--- src/rtl/snoop_bus_arbiter.sv ---
// -----------------------------------------------------------------------------
// snoop_bus_arbiter
//
// Two-requester round-robin arbiter for the shared system bus between cache
// controllers A and B. Before every transfer the non-owner snoops the owner's
// address. If it holds the line modified, it first writes the line back
// (flush). The owner is then granted the bus. Every output is registered.
//
// Optional build macro: ARB_TIMEOUT_EN
//   defined   - a watchdog aborts FLUSH/XFER after XFER_MAX cycles without
//               DONE and pulses TOUT for one cycle
//   undefined - no watchdog; TOUT is tied low and FLUSH/XFER wait for DONE
// -----------------------------------------------------------------------------
module snoop_bus_arbiter #(
  parameter int SNOOP_MAX = 8,   // snoop response wait, 1..255 cycles
  parameter int XFER_MAX  = 64   // watchdog limit for FLUSH/XFER
) (
  input  logic SCLK,
  input  logic SRST,
  input  logic REQ_A,
  input  logic REQ_B,
  input  logic DONE_A,
  input  logic DONE_B,
  input  logic SVLD_A,
  input  logic SVLD_B,
  input  logic SHITM_A,
  input  logic SHITM_B,
  output logic SNOOP_A,
  output logic SNOOP_B,
  output logic FLUSH_A,
  output logic FLUSH_B,
  output logic GNT_A,
  output logic GNT_B,
  output logic BUSY,
  output logic TOUT
);

  // Elaboration-time parameter range checks.
  if (SNOOP_MAX < 1 || SNOOP_MAX > 255) begin : g_bad_snoop_max
    $error("snoop_bus_arbiter: SNOOP_MAX must be in 1..255");
  end
  if (XFER_MAX < 1) begin : g_bad_xfer_max
    $error("snoop_bus_arbiter: XFER_MAX must be at least 1");
  end

  typedef enum logic [1:0] {
    ST_IDLE,
    ST_SNOOP,
    ST_FLUSH,
    ST_XFER
  } state_t;

  typedef enum logic {
    SIDE_A,
    SIDE_B
  } side_t;

  // The full set of registered strobes, other than TOUT.
  typedef struct packed {
    logic snoop_a;
    logic snoop_b;
    logic flush_a;
    logic flush_b;
    logic gnt_a;
    logic gnt_b;
    logic busy;
  } out_t;

  localparam logic [7:0] SNOOP_LAST = 8'(SNOOP_MAX - 1);

  state_t state;
  side_t  owner;
  side_t  last;
  side_t  pick;
  logic [7:0] snoop_cnt;
  out_t   out_q;

  logic req_own;
  logic done_own;
  logic done_oth;
  logic svld_oth;
  logic shitm_oth;

`ifdef ARB_TIMEOUT_EN
  localparam int WD_W = ($clog2(XFER_MAX) < 1) ? 1 : $clog2(XFER_MAX);
  localparam logic [WD_W-1:0] WD_LAST = WD_W'(XFER_MAX - 1);
  logic [WD_W-1:0] wd_cnt;
  logic            tout_q;
`endif

  // Output pattern for a given state and owner. Only the non-owner snoops or
  // flushes and only the owner is granted, so at most one strobe per side is
  // ever high and the two grants are mutually exclusive by construction.
  function automatic out_t outs_for(state_t s, side_t o);
    out_t r;
    r = '0;
    case (s)
      ST_SNOOP: begin
        r.snoop_a = (o == SIDE_B);
        r.snoop_b = (o == SIDE_A);
      end
      ST_FLUSH: begin
        r.flush_a = (o == SIDE_B);
        r.flush_b = (o == SIDE_A);
      end
      ST_XFER: begin
        r.gnt_a = (o == SIDE_A);
        r.gnt_b = (o == SIDE_B);
      end
      default: ;
    endcase
    r.busy = (s != ST_IDLE);
    return r;
  endfunction

  // Steer the owner's and the non-owner's handshake inputs; pulses from the
  // wrong side never reach the FSM.
  always_comb begin
    req_own   = (owner == SIDE_A) ? REQ_A   : REQ_B;
    done_own  = (owner == SIDE_A) ? DONE_A  : DONE_B;
    done_oth  = (owner == SIDE_A) ? DONE_B  : DONE_A;
    svld_oth  = (owner == SIDE_A) ? SVLD_B  : SVLD_A;
    shitm_oth = (owner == SIDE_A) ? SHITM_B : SHITM_A;
  end

  // Round-robin pick in IDLE: a lone requester wins, a tie goes to the side
  // that was not granted last.
  always_comb begin
    pick = SIDE_A;
    if (REQ_A && REQ_B) begin
      pick = (last == SIDE_A) ? SIDE_B : SIDE_A;
    end else if (REQ_B) begin
      pick = SIDE_B;
    end
  end

  // Arbitration FSM. Outputs are loaded together with the state they belong
  // to, so every strobe is a flop and changes on the same edge as the state.
  // NOTE: sequential state uses non-blocking assignments only; a blocking
  // assignment here would let later statements see the new value and create
  // simulation/synthesis ordering mismatches.
  always_ff @(posedge SCLK or posedge SRST) begin
    if (SRST) begin
      state     <= ST_IDLE;
      owner     <= SIDE_A;
      last      <= SIDE_B;
      snoop_cnt <= '0;
      out_q     <= '0;
`ifdef ARB_TIMEOUT_EN
      wd_cnt    <= '0;
      tout_q    <= 1'b0;
`endif
    end else begin
`ifdef ARB_TIMEOUT_EN
      tout_q <= 1'b0;
`endif
      case (state)
        ST_IDLE: begin
          if (REQ_A || REQ_B) begin
            state     <= ST_SNOOP;
            owner     <= pick;
            snoop_cnt <= '0;
            out_q     <= outs_for(ST_SNOOP, pick);
          end
        end

        ST_SNOOP: begin
          // A dropped request takes priority over a same-cycle snoop answer.
          if (!req_own) begin
            state <= ST_IDLE;
            out_q <= outs_for(ST_IDLE, owner);
          end else if (svld_oth && shitm_oth) begin
            state <= ST_FLUSH;
            out_q <= outs_for(ST_FLUSH, owner);
`ifdef ARB_TIMEOUT_EN
            wd_cnt <= '0;
`endif
          end else if (svld_oth || snoop_cnt == SNOOP_LAST) begin
            // Clean answer, or no answer in time: line treated as clean.
            state <= ST_XFER;
            last  <= owner;
            out_q <= outs_for(ST_XFER, owner);
`ifdef ARB_TIMEOUT_EN
            wd_cnt <= '0;
`endif
          end else begin
            snoop_cnt <= snoop_cnt + 8'd1;
          end
        end

        ST_FLUSH: begin
          // The write-back always finishes, whatever the owner's request does.
          if (done_oth) begin
            if (req_own) begin
              state <= ST_XFER;
              last  <= owner;
              out_q <= outs_for(ST_XFER, owner);
`ifdef ARB_TIMEOUT_EN
              wd_cnt <= '0;
`endif
            end else begin
              state <= ST_IDLE;
              out_q <= outs_for(ST_IDLE, owner);
            end
          end
`ifdef ARB_TIMEOUT_EN
          else if (wd_cnt == WD_LAST) begin
            state  <= ST_IDLE;
            out_q  <= outs_for(ST_IDLE, owner);
            tout_q <= 1'b1;
          end else begin
            wd_cnt <= wd_cnt + 1'b1;
          end
`endif
        end

        ST_XFER: begin
          if (done_own) begin
            state <= ST_IDLE;
            out_q <= outs_for(ST_IDLE, owner);
          end
`ifdef ARB_TIMEOUT_EN
          else if (wd_cnt == WD_LAST) begin
            state  <= ST_IDLE;
            out_q  <= outs_for(ST_IDLE, owner);
            tout_q <= 1'b1;
          end else begin
            wd_cnt <= wd_cnt + 1'b1;
          end
`endif
        end

        default: begin
          state <= ST_IDLE;
          out_q <= '0;
        end
      endcase
    end
  end

  assign SNOOP_A = out_q.snoop_a;
  assign SNOOP_B = out_q.snoop_b;
  assign FLUSH_A = out_q.flush_a;
  assign FLUSH_B = out_q.flush_b;
  assign GNT_A   = out_q.gnt_a;
  assign GNT_B   = out_q.gnt_b;
  assign BUSY    = out_q.busy;

`ifdef ARB_TIMEOUT_EN
  assign TOUT = tout_q;
`else
  assign TOUT = 1'b0;
`endif

endmodule

--- config.mk ---
export PLATFORM = sky130hd
export DESIGN_NAME = snoop_bus_arbiter
export DESIGN_NICKNAME = d
export VERILOG_FILES = /design/src/rtl/snoop_bus_arbiter.sv
export SDC_FILE = /design/constraint.sdc
export NUM_CORES = 1
export LEC_CHECK = 0
export CAP_MARGIN = 20
export CORE_MARGIN = 2
export CORE_UTILIZATION = 64
export CTS_BUF_LIST = sky130_fd_sc_hd__clkbuf_4
export CTS_CLUSTER_SIZE = 40
export DETAILED_ROUTE_END_ITERATION = 10
export DONT_BUFFER_PORTS = 1
export PLACE_DENSITY = 0.8
export SLEW_MARGIN = 30
export SYNTH_ARGS = -nofsm -noshare
export SYNTH_HDL_FRONTEND = slang
export SYNTH_SLANG_ARGS = --single-unit
--- constraint.sdc ---
create_clock -name SCLK -period 2.8 [get_ports SCLK]
set_input_delay 0.56 -clock SCLK [delete_from_list [all_inputs] [get_ports SCLK]]
set_output_delay 0.56 -clock SCLK [all_outputs]
set_load 0.02 [all_outputs]
==> metrics.txt, run 1 <==
# TYPE chip_impl_metric gauge
chip_impl_info{name="top_usage_layer",value="met2"} 1
chip_impl_info{name="cts_tree",value="yes"} 1
chip_impl_metric{name="gr-usage-met2",unit=""} 0.397
chip_impl_metric{name="clkSlewWorstSetupHoldPaths",unit="ps"} 120
chip_impl_metric{name="cts.htree.levels",unit=""} 1
chip_impl_metric{name="postSynthNetCount",unit=""} 131
chip_impl_metric{name="drt_first_pass_iters",unit=""} 4
chip_impl_metric{name="final.setup.tns",unit="ps"} 0
chip_impl_metric{name="filler_cell_count",unit=""} 126
chip_impl_info{name="main_combinational_cell_family_by_area_after_synthesis",value="simple AND/OR/NAND/NOR gates"} 1
chip_impl_metric{name="cts_hold_buf",unit=""} 0
chip_impl_metric{name="die_height",unit="um"} 45.5
chip_impl_info{name="min_path_type",value="input pin to asynchronous set/reset pin"} 1
chip_impl_metric{name="die_area",unit="um^2"} 2070
chip_impl_metric{name="cts-root-to-sink-buffers",unit=""} 2
chip_impl_metric{name="syn2layout_area_growth",unit="%"} 2.84
chip_impl_metric{name="ys.warnings.count",unit=""} 0
chip_impl_metric{name="vias_per_cell",unit=""} 6.79
chip_impl_metric{name="io-pin-count",unit=""} 18
chip_impl_info{name="worst-setup-path-type",value="flip-flop to flip-flop"} 1
chip_impl_metric{name="n_antenna_cell",unit=""} 0
chip_impl_metric{name="gr-usage-all-layers",unit=""} 0.267
chip_impl_metric{name="post_synth_num_cell_types",unit=""} 37
chip_impl_metric{name="placeableCoreArea",unit="um^2"} 1560
chip_impl_info{name="crit_path_start_kind",value="flip-flop"} 1
chip_impl_metric{name="count_of_endpoints_failing_setup_in_the_final_report",unit=""} 0
chip_impl_metric{name="starting_density_of_the_core",unit=""} 0.707
chip_impl_metric{name="rows",unit=""} 14
chip_impl_metric{name="final_core_utilization",unit=""} 0.727
chip_impl_metric{name="ys_async_sr_fraction",unit=""} 1.00
chip_impl_metric{name="place.gp.congestion",unit=""} 0.909
chip_impl_metric{name="total_clock_sinks",unit=""} 19
chip_impl_metric{name="cp.arrival",unit="ps"} 2400
chip_impl_metric{name="synth-edff-count",unit=""} 0
chip_impl_metric{name="synth_area_per_cell",unit="um^2"} 9.19
chip_impl_metric{name="antenna_found_initial",unit=""} 0
chip_impl_metric{name="synth.ff_latch_count",unit=""} 19
chip_impl_metric{name="routed-via-count",unit=""} 923
chip_impl_metric{name="finalCritPeriodShare",unit=""} 0.778
chip_impl_metric{name="worst_ep_required_time",unit="ps"} 3020
chip_impl_info{name="worstSetupEndpointType",value="flip-flop"} 1
chip_impl_metric{name="cts_inserted_buffers",unit=""} 3
chip_impl_info{name="synth_top_area_cell",value="sky130_fd_sc_hd__dfrtp_1"} 1
chip_impl_metric{name="synth_compound_gate_area_share",unit=""} 0.168
chip_impl_metric{name="power.static_leakage",unit="nW"} 0.529
chip_impl_metric{name="drt-initial-drc-count",unit=""} 36
chip_impl_metric{name="timing.reg2reg.worst_path_depth",unit=""} 5
chip_impl_metric{name="grt_first_pass_wirelength",unit="um"} 3970
chip_impl_metric{name="fin_nets",unit=""} 132
chip_impl_metric{name="synth-adder-area-share",unit=""} 0.0204
chip_impl_metric{name="die_extent_in_x",unit="um"} 45.5
chip_impl_metric{name="drv_cap",unit=""} 0
chip_impl_metric{name="worst_skew_pair.late_latency",unit="ps"} 300
chip_impl_info{name="most-common-layout-cells",value="sky130_fd_sc_hd__dfrtp_1 (18), sky130_fd_sc_hd__nand2_1 (14), sky130_fd_sc_hd__o21ai_0 (10), sky130_fd_sc_hd__nor2_1 (7)"} 1
chip_impl_metric{name="synth.mux.area_fraction",unit=""} 0.0851
chip_impl_metric{name="hold_viol",unit=""} 0
chip_impl_metric{name="routed_wirelength",unit="um"} 2240
chip_impl_metric{name="postCtsResizedCells",unit=""} 0
chip_impl_metric{name="global_route.usage.met1",unit=""} 0.389
chip_impl_metric{name="drt-wirelength-per-cell",unit="um"} 16.5
chip_impl_metric{name="synth_area",unit="um^2"} 1100
chip_impl_metric{name="timing.fmax",unit="GHz"} 0.459
chip_impl_metric{name="dpl.hpwl",unit="um"} 1640
chip_impl_metric{name="power-per-cell-area",unit="nW/um^2"} 976
chip_impl_metric{name="simple_gate_share_of_the_synthesized_area",unit=""} 0.244
chip_impl_metric{name="via_count_of_the_first_global_routing_pass",unit=""} 878
chip_impl_info{name="result_of_the_run",value="finished clean"} 1
chip_impl_metric{name="drc",unit=""} 0
chip_impl_metric{name="synthDominantCellAreaShare",unit=""} 0.409
chip_impl_metric{name="gate_count_post_synth",unit=""} 120
chip_impl_metric{name="count_of_buffers_from_port_buffering",unit=""} 0
chip_impl_metric{name="fin_worst_skew",unit="ps"} 6.49
chip_impl_metric{name="total_power",unit="mW"} 1.11
chip_impl_metric{name="largest_net_degree_at_the_start_of_global_routing",unit=""} 20
chip_impl_info{name="layout.cells.most_common",value="sky130_fd_sc_hd__dfrtp_1"} 1
chip_impl_metric{name="worst_ir_drop_vdd",unit="V"} 0.000568
chip_impl_info{name="synthTopCellsByArea",value="sky130_fd_sc_hd__dfrtp_1 (41%), sky130_fd_sc_hd__mux2i_1 (5.4%), sky130_fd_sc_hd__nand2_1 (4.8%)"} 1
chip_impl_metric{name="grt_util_met3",unit=""} 0.0516
chip_impl_metric{name="ys_seq_area_frac",unit=""} 0.432
chip_impl_info{name="cts.root.buffer_cell",value="sky130_fd_sc_hd__clkbuf_4"} 1
chip_impl_metric{name="grt_overflow",unit=""} 0
chip_impl_info{name="grt_setup_unrepaired",value="no"} 1
chip_impl_metric{name="cp_max_fo",unit=""} 9
chip_impl_metric{name="post-route-min-period",unit="ps"} 2180
chip_impl_metric{name="ant_nets",unit=""} 0
chip_impl_metric{name="tightestPinTransition",unit="ps"} 708
chip_impl_metric{name="yosys.area_share.xor_xnor",unit=""} 0.00795
chip_impl_metric{name="slew_violations",unit=""} 0
chip_impl_metric{name="post-cts-setup-buffers",unit=""} 0
chip_impl_info{name="synth-main-ff-cell",value="sky130_fd_sc_hd__dfrtp_1"} 1
chip_impl_metric{name="max-slew-margin-rel",unit=""} 0.528
chip_impl_metric{name="layout-drive-gt1-share",unit=""} 0.0917
## sequential cells by signal, summed over array words and instances, names as in the netlist
register / flops
state: 2
owner: 1
GNT_A: 1
SNOOP_A: 1
BUSY: 1
SNOOP_B: 1
last: 1
FLUSH_B: 1
snoop_cnt: 8
FLUSH_A: 1
GNT_B: 1
## report_power, final
part	leakage (nW)	internal [mW]	switching, mW
registers	0.250	0.357	0.151
clock network	0.0177	0.0533	0.0907
logic	0.261	0.214	0.240
total	0.529	0.624	0.482
## synthesized netlist by cell type, drive strengths merged, types with 2 or more instances
master	number
a32o	2
o21ai	10
clkbuf	3
nor3	5
a21oi	5
a22o	2
nand2b	3
nor2	7
nand2	14
mux2	3
and3	5
mux2i	6
nor2b	4
dfrtp	18
inv	5
nand3	6
a21o	2
a31oi	2
buf	2
## per-stage QoR
stage          cells  hold WS (ps)  setup slack (ps)  area, um^2
5_1_grt          136           302               397        1130
4_1_cts          136           270               632        1130
3_5_place_dp     132           502               637        1110
6_report         136           240               622        1130
3_3_place_gp     132           492               677        1110
2_1_floorplan    120           459               804        1100
## critical path, cell delays in order (launching register included)
cell and delay [ps]:
sky130_fd_sc_hd__dfrtp_1 420, sky130_fd_sc_hd__or4_1 530, sky130_fd_sc_hd__o31a_1 280, sky130_fd_sc_hd__a31oi_1 530, sky130_fd_sc_hd__o21ai_0 210, sky130_fd_sc_hd__o21ai_0 120
## routing by layer
layer	vias to the layer above	part of all wire	wire length, um
li1	434	-	-
met1	447	0.45	1020
met2	37	0.45	1010
met3	5	0.082	183
met4	0	0.014	32
met5	-	0	0
## worst paths after layout
| kind | slack, ps | start | end |
|---|---|---|---|
| max | 620 | snoop_cnt[4] | snoop_cnt[4] |
| min | 240 | SRST | SNOOP_A |
| max reg2reg | 620 | snoop_cnt[4] | snoop_cnt[4] |
| min reg2reg | 530 | snoop_cnt[5] | snoop_cnt[5] |
| max in group asynchronous | 2110 | SRST | snoop_cnt[6] |
| min in group SCLK | 530 | snoop_cnt[5] | snoop_cnt[5] |
## cells by family (layout without fill, tap and decap cells)
| family | Yosys count | after routing |
|---|---|---|
| other | 1 | 1 |
| AOI/OAI and AO/OA | 28 | 28 |
| muxes | 9 | 9 |
| adders and majority gates | 2 | 2 |
| buffers and inverters | 10 | 10 |
| xor gates and xnor gates | 1 | 1 |
| DFF | 19 | 19 |
| and+or+nand+nor | 50 | 50 |
## layout make-up
class	count	area, um^2	share of cell area
repair buffers	1	7.51	0.00662
clock inverters	1	5.00	0.00442
clock buffers	3	22.5	0.0199
multi-input cells	91	583	0.514
flip-flops and latches	19	477	0.421
well taps	16	20.0	0.0177
inverters	5	18.8	0.0166
Note: power is estimated with default switching activity, not from simulation.
==> inputs of run 2 (changes only) <==
==> constraint.sdc (replaced) <==
create_clock -name SCLK -period 2.1 [get_ports SCLK]
set_input_delay 0.42 -clock SCLK [delete_from_list [all_inputs] [get_ports SCLK]]
set_output_delay 0.42 -clock SCLK [all_outputs]
set_load 0.02 [all_outputs]
==> metrics.txt, run 2 (synthesis results as in run 1) <==
# TYPE chip_impl_metric gauge
chip_impl_metric{name="worst_ep_required_time",unit="ps"} 2280
chip_impl_metric{name="timing.reg2reg.worst_path_depth",unit=""} 5
chip_impl_metric{name="layout-drive-gt1-share",unit=""} 0.155
chip_impl_metric{name="placeableCoreArea",unit="um^2"} 1560
chip_impl_metric{name="dpl.hpwl",unit="um"} 1680
chip_impl_metric{name="largest_reg_flops",unit=""} 8
chip_impl_metric{name="hold_viol",unit=""} 0
chip_impl_metric{name="worst_skew_pair.late_latency",unit="ps"} 300
chip_impl_info{name="biggestRegsByFlops",value="snoop_cnt x8, state x2"} 1
chip_impl_info{name="worst-setup-path-type",value="flip-flop to flip-flop"} 1
chip_impl_metric{name="timing.fmax",unit="GHz"} 0.496
chip_impl_metric{name="postCtsResizedCells",unit=""} 0
chip_impl_info{name="worst_setup_path_startpoint",value="snoop_cnt[4]"} 1
chip_impl_metric{name="drt-wirelength-per-cell",unit="um"} 16.0
chip_impl_info{name="largest-register",value="snoop_cnt"} 1
chip_impl_metric{name="finalCritPeriodShare",unit=""} 0.959
chip_impl_metric{name="vias_per_cell",unit=""} 6.50
chip_impl_info{name="crit_path_start_kind",value="flip-flop"} 1
chip_impl_info{name="min_path_type",value="input pin to asynchronous set/reset pin"} 1
chip_impl_metric{name="cp_max_fo",unit=""} 9
chip_impl_metric{name="global_route.usage.met1",unit=""} 0.391
chip_impl_info{name="result_of_the_run",value="finished clean"} 1
chip_impl_metric{name="routed-via-count",unit=""} 943
chip_impl_metric{name="cp.arrival",unit="ps"} 2190
chip_impl_info{name="r2r_start",value="snoop_cnt[4]"} 1
chip_impl_info{name="worst_r2r_endpoint",value="snoop_cnt[6]"} 1
chip_impl_metric{name="die_height",unit="um"} 45.5
chip_impl_metric{name="grt_overflow",unit=""} 0
chip_impl_metric{name="worst_ir_drop_vdd",unit="V"} 0.000723
chip_impl_metric{name="io-pin-count",unit=""} 18
chip_impl_metric{name="largest_net_degree_at_the_start_of_global_routing",unit=""} 20
chip_impl_metric{name="count_of_buffers_from_port_buffering",unit=""} 0
chip_impl_metric{name="die_area",unit="um^2"} 2070
chip_impl_metric{name="total_power",unit="mW"} 1.56
chip_impl_metric{name="drt_first_pass_iters",unit=""} 4
chip_impl_info{name="most-common-layout-cells",value="sky130_fd_sc_hd__dfrtp_1 (18), sky130_fd_sc_hd__nand2_1 (14), sky130_fd_sc_hd__o21ai_0 (10), sky130_fd_sc_hd__buf_4 (10), sky130_fd_sc_hd__nor2_1 (7)"} 1
chip_impl_metric{name="cts_inserted_buffers",unit=""} 3
chip_impl_metric{name="drt-initial-drc-count",unit=""} 48
chip_impl_info{name="cts_tree",value="yes"} 1
chip_impl_metric{name="max-slew-margin-rel",unit=""} 0.527
chip_impl_metric{name="starting_density_of_the_core",unit=""} 0.707
chip_impl_info{name="top_usage_layer",value="met1"} 1
chip_impl_metric{name="gr-usage-met2",unit=""} 0.372
chip_impl_metric{name="die_extent_in_x",unit="um"} 45.5
chip_impl_metric{name="grt_first_pass_wirelength",unit="um"} 3820
chip_impl_metric{name="syn2layout_area_growth",unit="%"} 9.19
chip_impl_metric{name="tightestPinTransition",unit="ps"} 709
chip_impl_metric{name="count_of_endpoints_failing_setup_in_the_final_report",unit=""} 0
chip_impl_metric{name="via_count_of_the_first_global_routing_pass",unit=""} 866
chip_impl_metric{name="gr-usage-all-layers",unit=""} 0.259
chip_impl_metric{name="cts.htree.levels",unit=""} 1
chip_impl_metric{name="rows",unit=""} 14
chip_impl_metric{name="fin_worst_skew",unit="ps"} 4.32
chip_impl_metric{name="power.static_leakage",unit="nW"} 0.577
chip_impl_metric{name="slew_violations",unit=""} 0
chip_impl_info{name="cts.root.buffer_cell",value="sky130_fd_sc_hd__clkbuf_4"} 1
chip_impl_metric{name="post-cts-setup-buffers",unit=""} 0
chip_impl_metric{name="drc",unit=""} 0
chip_impl_metric{name="n_antenna_cell",unit=""} 0
chip_impl_metric{name="final.setup.tns",unit="ps"} 0
chip_impl_metric{name="total_clock_sinks",unit=""} 19
chip_impl_metric{name="place.gp.congestion",unit=""} 0.874
chip_impl_info{name="grt_setup_unrepaired",value="no"} 1
chip_impl_metric{name="cts_hold_buf",unit=""} 0
chip_impl_metric{name="post-route-min-period",unit="ps"} 2010
chip_impl_metric{name="ant_nets",unit=""} 0
chip_impl_metric{name="routed_wirelength",unit="um"} 2310
chip_impl_info{name="cp-endpoint",value="snoop_cnt[6]"} 1
chip_impl_metric{name="antenna_found_initial",unit=""} 0
chip_impl_metric{name="fin_nets",unit=""} 141
chip_impl_info{name="worstSetupEndpointType",value="flip-flop"} 1
chip_impl_metric{name="clkSlewWorstSetupHoldPaths",unit="ps"} 100
chip_impl_metric{name="timing.reg2reg.setup_slack",unit="ps"} 90
chip_impl_metric{name="power-per-cell-area",unit="nW/um^2"} 1300
chip_impl_info{name="layout.cells.most_common",value="sky130_fd_sc_hd__dfrtp_1"} 1
chip_impl_metric{name="grt_util_met3",unit=""} 0.0437
chip_impl_metric{name="drv_cap",unit=""} 0
chip_impl_metric{name="cts-root-to-sink-buffers",unit=""} 2
run 2: per-layer routing:
metal  routed length, um  part of all wire
met2                1080              0.47
met1                1030              0.45
met3                 173             0.075
met5                   0                 0
met4                  28             0.012
run 2: worst min-delay path by stage:
stage	to	depth (start not counted)	slack, ps
2_1_floorplan	BUSY	1	370
6_report	BUSY	1	110
3_5_place_dp	snoop_cnt[1]	1	460
4_1_cts	owner	1	120
5_1_grt	owner	1	180
3_3_place_gp	snoop_cnt[0]	1	450
run 2: stage by stage:
| step | cell area (um^2) | setup slack, ps | cells | hold WS, ps | utilization |
|---|---|---|---|---|---|
| floorplan | 1100 | 104 | 120 | 370 | - |
| global placement | 1150 | 51.1 | 138 | 448 | 0.738 |
| detailed placement | 1150 | 21.5 | 138 | 459 | 0.738 |
| CTS | 1180 | 13.1 | 142 | 125 | 0.758 |
| global route | 1200 | 24.3 | 145 | 178 | 0.772 |
| finish | 1200 | 85.4 | 145 | 112 | 0.772 |
run 2: area by class of cell:
| type | count | area, um^2 |
|---|---|---|
| multi-input combinational | 91 | 583 |
| sequential | 19 | 477 |
| fill | 107 | 355 |
| timing repair buffer | 10 | 75.1 |
| clock buffer | 4 | 30.0 |
| tap | 16 | 20.0 |
| inverter | 5 | 18.8 |
run 2: critical path, cell delays in order (launching register included):
cell and delay, ps:
sky130_fd_sc_hd__dfrtp_1 390, sky130_fd_sc_hd__or4_1 520, sky130_fd_sc_hd__o31a_1 280, sky130_fd_sc_hd__and3_4 200, sky130_fd_sc_hd__buf_4 160, sky130_fd_sc_hd__a221o_1 350
run 2: power breakdown:
part | total [mW] | internal (mW) | leakage [nW] | switching, mW
Sequential | 0.655 | 0.476 | 0.250 | 0.179
Clock | 0.196 | 0.0870 | 0.0184 | 0.109
Combinational | 0.708 | 0.348 | 0.308 | 0.360
==> inputs of run 3 (changes only) <==
--- a/config.mk
+++ b/config.mk
@@ -7,12 +7,11 @@
 export LEC_CHECK = 0
 export CAP_MARGIN = 20
 export CORE_MARGIN = 2
-export CORE_UTILIZATION = 64
+export CORE_UTILIZATION = 54
 export CTS_BUF_LIST = sky130_fd_sc_hd__clkbuf_4
 export CTS_CLUSTER_SIZE = 40
 export DETAILED_ROUTE_END_ITERATION = 10
-export DONT_BUFFER_PORTS = 1
-export PLACE_DENSITY = 0.8
+export PLACE_DENSITY = 0.81
 export SLEW_MARGIN = 30
 export SYNTH_ARGS = -nofsm -noshare
 export SYNTH_HDL_FRONTEND = slang
==> metrics.txt, run 3 (synthesis results as in run 1) <==
# TYPE chip_impl_metric gauge
chip_impl_info{name="result_of_the_run",value="finished clean"} 1
chip_impl_metric{name="filler_cell_count",unit=""} 140
chip_impl_metric{name="slew_violations",unit=""} 0
chip_impl_info{name="cts_tree",value="yes"} 1
chip_impl_metric{name="cts.htree.levels",unit=""} 1
chip_impl_metric{name="cp_max_fo",unit=""} 6
chip_impl_metric{name="power_report.internal_total",unit="mW"} 1.06
chip_impl_metric{name="gr-usage-all-layers",unit=""} 0.255
chip_impl_metric{name="pwr-share-clk",unit=""} 0.108
chip_impl_metric{name="total_clock_sinks",unit=""} 19
chip_impl_metric{name="rows",unit=""} 16
chip_impl_metric{name="total_power",unit="mW"} 1.77
chip_impl_info{name="worstSetupEndpointType",value="flip-flop"} 1
chip_impl_metric{name="timing.reg2reg.worst_path_depth",unit=""} 6
chip_impl_metric{name="largest_reg_flops",unit=""} 8
chip_impl_metric{name="cts_hold_buf",unit=""} 0
chip_impl_metric{name="starting_density_of_the_core",unit=""} 0.568
chip_impl_metric{name="cp.arrival",unit="ps"} 2260
chip_impl_info{name="cts.root.buffer_cell",value="sky130_fd_sc_hd__clkbuf_4"} 1
chip_impl_metric{name="drt-wirelength-per-cell",unit="um"} 15.0
chip_impl_metric{name="syn2layout_area_growth",unit="%"} 33.0
chip_impl_metric{name="fin_nets",unit=""} 166
chip_impl_metric{name="die_extent_in_x",unit="um"} 49.2
chip_impl_metric{name="io-pin-count",unit=""} 18
chip_impl_metric{name="timing.fmax",unit="GHz"} 0.484
chip_impl_info{name="worst_setup_path_startpoint",value="snoop_cnt[6]"} 1
chip_impl_info{name="largest-register",value="snoop_cnt"} 1
chip_impl_info{name="path_cells",value="or4_4 -> o31a_1 -> and3_4 -> nand3b_4 -> buf_6 -> a22o_1"} 1
chip_impl_metric{name="count_of_buffers_from_port_buffering",unit=""} 16
chip_impl_metric{name="worst_ep_required_time",unit="ps"} 2300
chip_impl_info{name="min_path_type",value="input pin to asynchronous set/reset pin"} 1
chip_impl_metric{name="die_height",unit="um"} 49.2
chip_impl_metric{name="power_switching",unit="mW"} 0.715
chip_impl_metric{name="drc",unit=""} 0
chip_impl_metric{name="die_area",unit="um^2"} 2420
chip_impl_metric{name="layout-drive-gt1-share",unit=""} 0.195
chip_impl_metric{name="grt_overflow",unit=""} 0
chip_impl_metric{name="fin_worst_skew",unit="ps"} 10.3
chip_impl_metric{name="place.gp.congestion",unit=""} 0.901
chip_impl_metric{name="via_count_of_the_first_global_routing_pass",unit=""} 1037
chip_impl_metric{name="drt_first_pass_iters",unit=""} 4
chip_impl_metric{name="largest_net_degree_at_the_start_of_global_routing",unit=""} 20
chip_impl_metric{name="routed-via-count",unit=""} 1059
chip_impl_metric{name="n_antenna_cell",unit=""} 0
chip_impl_metric{name="final_area",unit="um^2"} 1470
chip_impl_info{name="crit_path_start_kind",value="flip-flop"} 1
chip_impl_metric{name="power.static_leakage",unit="nW"} 0.684
chip_impl_metric{name="routed_wirelength",unit="um"} 2710
chip_impl_info{name="r2r_start",value="snoop_cnt[6]"} 1
chip_impl_metric{name="critPathMaxStageDelay",unit="ps"} 530
chip_impl_metric{name="dpl_cell_area",unit="um^2"} 1410
chip_impl_metric{name="drt-initial-drc-count",unit=""} 42
chip_impl_metric{name="ant_nets",unit=""} 0
chip_impl_info{name="grt_setup_unrepaired",value="no"} 1
chip_impl_metric{name="drv_cap",unit=""} 0
chip_impl_metric{name="seqPwrFrac",unit=""} 0.346
chip_impl_metric{name="final.setup.tns",unit="ps"} 0
chip_impl_metric{name="combinationalPowerShare",unit=""} 0.546
chip_impl_info{name="layout.cells.most_common",value="sky130_fd_sc_hd__dfrtp_1"} 1
chip_impl_info{name="worst-setup-path-type",value="flip-flop to flip-flop"} 1
chip_impl_metric{name="cts-root-to-sink-buffers",unit=""} 2
chip_impl_metric{name="power-per-cell-area",unit="nW/um^2"} 1210
chip_impl_metric{name="cts_inserted_buffers",unit=""} 3
chip_impl_metric{name="worst_ir_drop_vdd",unit="V"} 0.000800
chip_impl_info{name="cp-endpoint",value="SNOOP_A"} 1
chip_impl_metric{name="vias_per_cell",unit=""} 5.85
chip_impl_metric{name="placeableCoreArea",unit="um^2"} 1940
chip_impl_metric{name="finalCritPeriodShare",unit=""} 0.984
chip_impl_metric{name="dpl.hpwl",unit="um"} 1960
chip_impl_metric{name="count_of_endpoints_failing_setup_in_the_final_report",unit=""} 0
chip_impl_metric{name="timing.reg2reg.setup_slack",unit="ps"} 30
chip_impl_metric{name="p_sw_frac",unit=""} 0.403
chip_impl_info{name="worst_r2r_endpoint",value="SNOOP_A"} 1
chip_impl_metric{name="antenna_found_initial",unit=""} 0
chip_impl_metric{name="grt_first_pass_wirelength",unit="um"} 4670
chip_impl_info{name="most-common-layout-cells",value="sky130_fd_sc_hd__dfrtp_1 (18), sky130_fd_sc_hd__clkdlybuf4s50_1 (16), sky130_fd_sc_hd__buf_4 (16), sky130_fd_sc_hd__nand2_1 (14), sky130_fd_sc_hd__o21ai_0 (10)"} 1
chip_impl_metric{name="hold_viol",unit=""} 0
chip_impl_metric{name="worst_skew_pair.late_latency",unit="ps"} 310
chip_impl_metric{name="post-route-min-period",unit="ps"} 2070
chip_impl_info{name="biggestRegsByFlops",value="snoop_cnt x8, state x2"} 1
chip_impl_metric{name="clkSlewWorstSetupHoldPaths",unit="ps"} 120
chip_impl_info{name="slowest_stage",value="sky130_fd_sc_hd__or4_4"} 1
[run 3: timing repair]
item,4_1_cts,5_1_grt
pin swaps,4,2
gates resized for setup,3,1
buffers inserted,1,1
endpoints found under the hold margin,0,0
endpoints found under the setup margin,3,11
[run 3: cell type report]
type,instances,area (um^2),share of cell area
clock buffers,3,22.5,0.0154
flip-flops and latches,19,477,0.325
repair buffers,35,323,0.220
clock inverters,1,5.00,0.00341
multi-input cells,91,587,0.400
well taps,27,33.8,0.0230
inverters,5,18.8,0.0128
[run 3: per-stage QoR]
step / hold slack (ps) / utilization / worst slack, ps / std cells
after floorplan: 370 / - / 104 / 120
after global placement: 469 / 0.727 / -21.3 / 175
after detailed placement: 471 / 0.727 / -64.1 / 175
after CTS: 432 / 0.751 / -4.85 / 180
after global routing: 468 / 0.755 / 12.2 / 181
final: 424 / 0.755 / 34.2 / 181
[run 3: how the worst min path moves through the flow]
stage / endpoint / slack [ps] / cells past startpoint
finish: snoop_cnt[7] / 420 / 3
global route: GNT_A / 470 / 3
CTS: snoop_cnt[7] / 430 / 3
detailed placement: FLUSH_A / 470 / 1
global placement: FLUSH_A / 470 / 1
floorplan: BUSY / 370 / 1
[run 3: layer usage]
| layer | track usage | wire length [um] | up-vias |
|---|---|---|---|
| met4 | 0.124 | 13 | 0 |
| met2 | 0.414 | 1320 | 50 |
| met1 | 0.328 | 1210 | 505 |
| met3 | 0.0429 | 163 | 2 |
| met5 | 0 | 0 | - |
| li1 | - | - | 502 |
[run 3: critical path: cells and delay by family, from the launching register on]
kind / cells / cell delay [ps]
buffers and inverters: 1 / 140
DFF: 1 / 400
AOI/OAI and AO/OA: 2 / 480
and+or+nand+nor: 3 / 930
[run 3: power by group through the flow]
stage | clock network (mW) | logic, mW | registers [mW]
final | 0.191 | 0.968 | 0.613
after global routing | 0.202 | 1.06 | 0.634
after CTS | 0.192 | 0.940 | 0.610
after detailed placement | 0 | 0.905 | 0.619
after global placement | 0 | 0.871 | 0.610
after floorplan | 0 | 0.563 | 0.588
==> RTL change: new RTL, settings of run 3 <==
Add a define of `ARB_TIMEOUT_EN`.
--- a/src/rtl/snoop_bus_arbiter.sv
+++ b/src/rtl/snoop_bus_arbiter.sv
@@ -12,4 +12,6 @@
 //   undefined - no watchdog; TOUT is tied low and FLUSH/XFER wait for DONE
 // -----------------------------------------------------------------------------
+`define ARB_TIMEOUT_EN
+
 module snoop_bus_arbiter #(
   parameter int SNOOP_MAX = 8,   // snoop response wait, 1..255 cycles
Behaviour: no difference found for any inputs over 10 cycles, from zero or initial values and one cycle with SRST high; that may be too few to reach the edited logic, so the function may still have changed.
==> RTL change against run 3 <==
- cell count is 34% higher
- sequential cell count up 7
- power grew 43%
- synthesized area rose by 43%
- utilization fell by 1.9 points
- setup slack better by 0.0045 ns
- routed wire length rose by 48%
- design area rose by 38%
- critical endpoint is now wd_cnt[3]$_DFFE_PP0P_
==> RTL change: results (changes against run 3) <==
<table>
<tr><th>Metric</th><th>Value</th></tr>
<tr><th colspan="2">Final layout</th></tr>
<tr><td>Finished Layout Cells</td><td>242 (+34%)</td></tr>
<tr><td>Layout Nets</td><td>224 (+35%)</td></tr>
<tr><th colspan="2">Global routing</th></tr>
<tr><td>Global-route wire length before repair</td><td>6.87 mm (+47%)</td></tr>
<tr><td>Tot GR Track Use</td><td>26.7% (+1.2 points)</td></tr>
<tr><td>Global-route track usage on met3</td><td>3.57% (-0.72 points)</td></tr>
<tr><td>Met2 track utilization from global routing</td><td>46.9% (+5.5 points)</td></tr>
<tr><td>Met1 global-route usage</td><td>32.9% (+0.15 points)</td></tr>
<tr><td>Pin count of the biggest net entering global routing</td><td>16 (-20%)</td></tr>
<tr><th colspan="2">Synth</th></tr>
<tr><td>Top post-synthesis cells by area</td><td>dfrtp_1 40%, nand2_1 4.1%, nor2_1 3.6%</td></tr>
<tr><td>Proportion of synthesized area in mux cells</td><td>5.33% (-3.2 points)</td></tr>
<tr><td>Total nets after synthesis</td><td>178 (+36%)</td></tr>
<tr><td>Xor-xnor portion of the synthesized cell area</td><td>1.11% (+0.32 points)</td></tr>
<tr><td>Post-Synth Adder-Cell Area</td><td>1.59% (-0.45 points)</td></tr>
<tr><td>Synth cell types</td><td>49 (+32%)</td></tr>
<tr><th colspan="2">Setup path</th></tr>
<tr><td>R2R cell count</td><td>5 (-1)</td></tr>
<tr><td>Biggest fanout along the worst timing path</td><td>4 (-2)</td></tr>
<tr><td>Reg-to-reg endpoint</td><td>wd_cnt[3]$_DFFE_PP0P_</td></tr>
<tr><th colspan="2">Power</th></tr>
<tr><td>Max rail drop VDD</td><td>1.01 mV (+26%)</td></tr>
<tr><td>Leak</td><td>0.880 nW (+29%)</td></tr>
<tr><td>Part of the power in the clock network</td><td>13.8% (+3.0 points)</td></tr>
<tr><td>Switching share of power</td><td>40.4% (+0.15 points)</td></tr>
<tr><th colspan="2">Detailed routing</th></tr>
<tr><td>Met2 WL post-DR</td><td>2.11 mm (+60%)</td></tr>
<tr><td>Iteration-0 DRC count of the detailed router</td><td>60 (+43%)</td></tr>
<tr><td>Post-route met1 wirelength</td><td>1.69 mm (+39%)</td></tr>
<tr><td>Detailed route wirelength on metal3</td><td>141 µm (-13%)</td></tr>
<tr><th colspan="2">Run status</th></tr>
<tr><td>Status</td><td>completed</td></tr>
<tr><th colspan="2">Clocking</th></tr>
<tr><td>Post-CTS setup buffers</td><td>0 (-1)</td></tr>
<tr><td>Clock transition at the registers of the reported paths</td><td>0.15 ns (+0.03 ns)</td></tr>
<tr><td>Skew-Pair Late Insertion Delay</td><td>0.34 ns (+0.03 ns)</td></tr>
<tr><th colspan="2">Place</th></tr>
<tr><td>Routability congestion estimate</td><td>0.905 (+0.42%)</td></tr>
</table>
## RTL change: changes by cell type after synthesis, moves of 3 or more
cell       before  now
nor2_1          7   15
dfrtp_1        18   25
o211ai_1        0    6
a21oi_1         5    9
o31ai_1         0    4
a211oi_1        0    3
a32oi_1         0    3
and3_1          4    1
nand2_1        14   17
o2bb2ai_1       0    3
or4_1           1    4
## RTL change: critical path, stage by stage (launching register included)
cell and delay [ns]:
dfrtp_1 0.40, or4_4 0.57, o311a_4 0.36, o22ai_2 0.19, nand4_1 0.12, mux2_1 0.33
## RTL change: worst max-delay path by stage
stage,startpoint,end
detailed placement,REQ_B,wd_cnt[2]$_DFFE_PP0P_
global placement,DONE_A,wd_cnt[3]$_DFFE_PP0P_
CTS,snoop_cnt[3]$_DFFE_PP0P_,wd_cnt[4]$_DFFE_PP0P_
finish,snoop_cnt[3]$_DFFE_PP0P_,wd_cnt[3]$_DFFE_PP0P_
global route,snoop_cnt[3]$_DFFE_PP0P_,wd_cnt[3]$_DFFE_PP0P_
floorplan,snoop_cnt[3]$_DFFE_PP0P_,wd_cnt[3]$_DFFE_PP0P_
## RTL change: stage by stage
stage	util, %	setup TNS (ns)	cell area, µm²	hold WS (ns)	power [W]
floorplan	-	0	1570	0.459	0.00164
global placement	70.7	-1.40	1950	0.464	0.00209
detailed placement	70.7	-2.48	1950	0.491	0.00216
CTS	72.6	0	2000	0.390	0.00252
global route	73.6	-0.0770	2030	0.397	0.00272
finish	73.6	0	2030	0.369	0.00254
## RTL change: area by class of cell
| class | instances | area (µm²) |
|---|---|---|
| clock buffers | 3 | 22.5 |
| clock inverters | 1 | 30.0 |
| fillers | 185 | 728 |
| inverters | 4 | 15.0 |
| multi-input cells | 130 | 876 |
| flip-flops and latches | 26 | 652 |
| well taps | 31 | 38.8 |
| repair buffers | 47 | 395 |
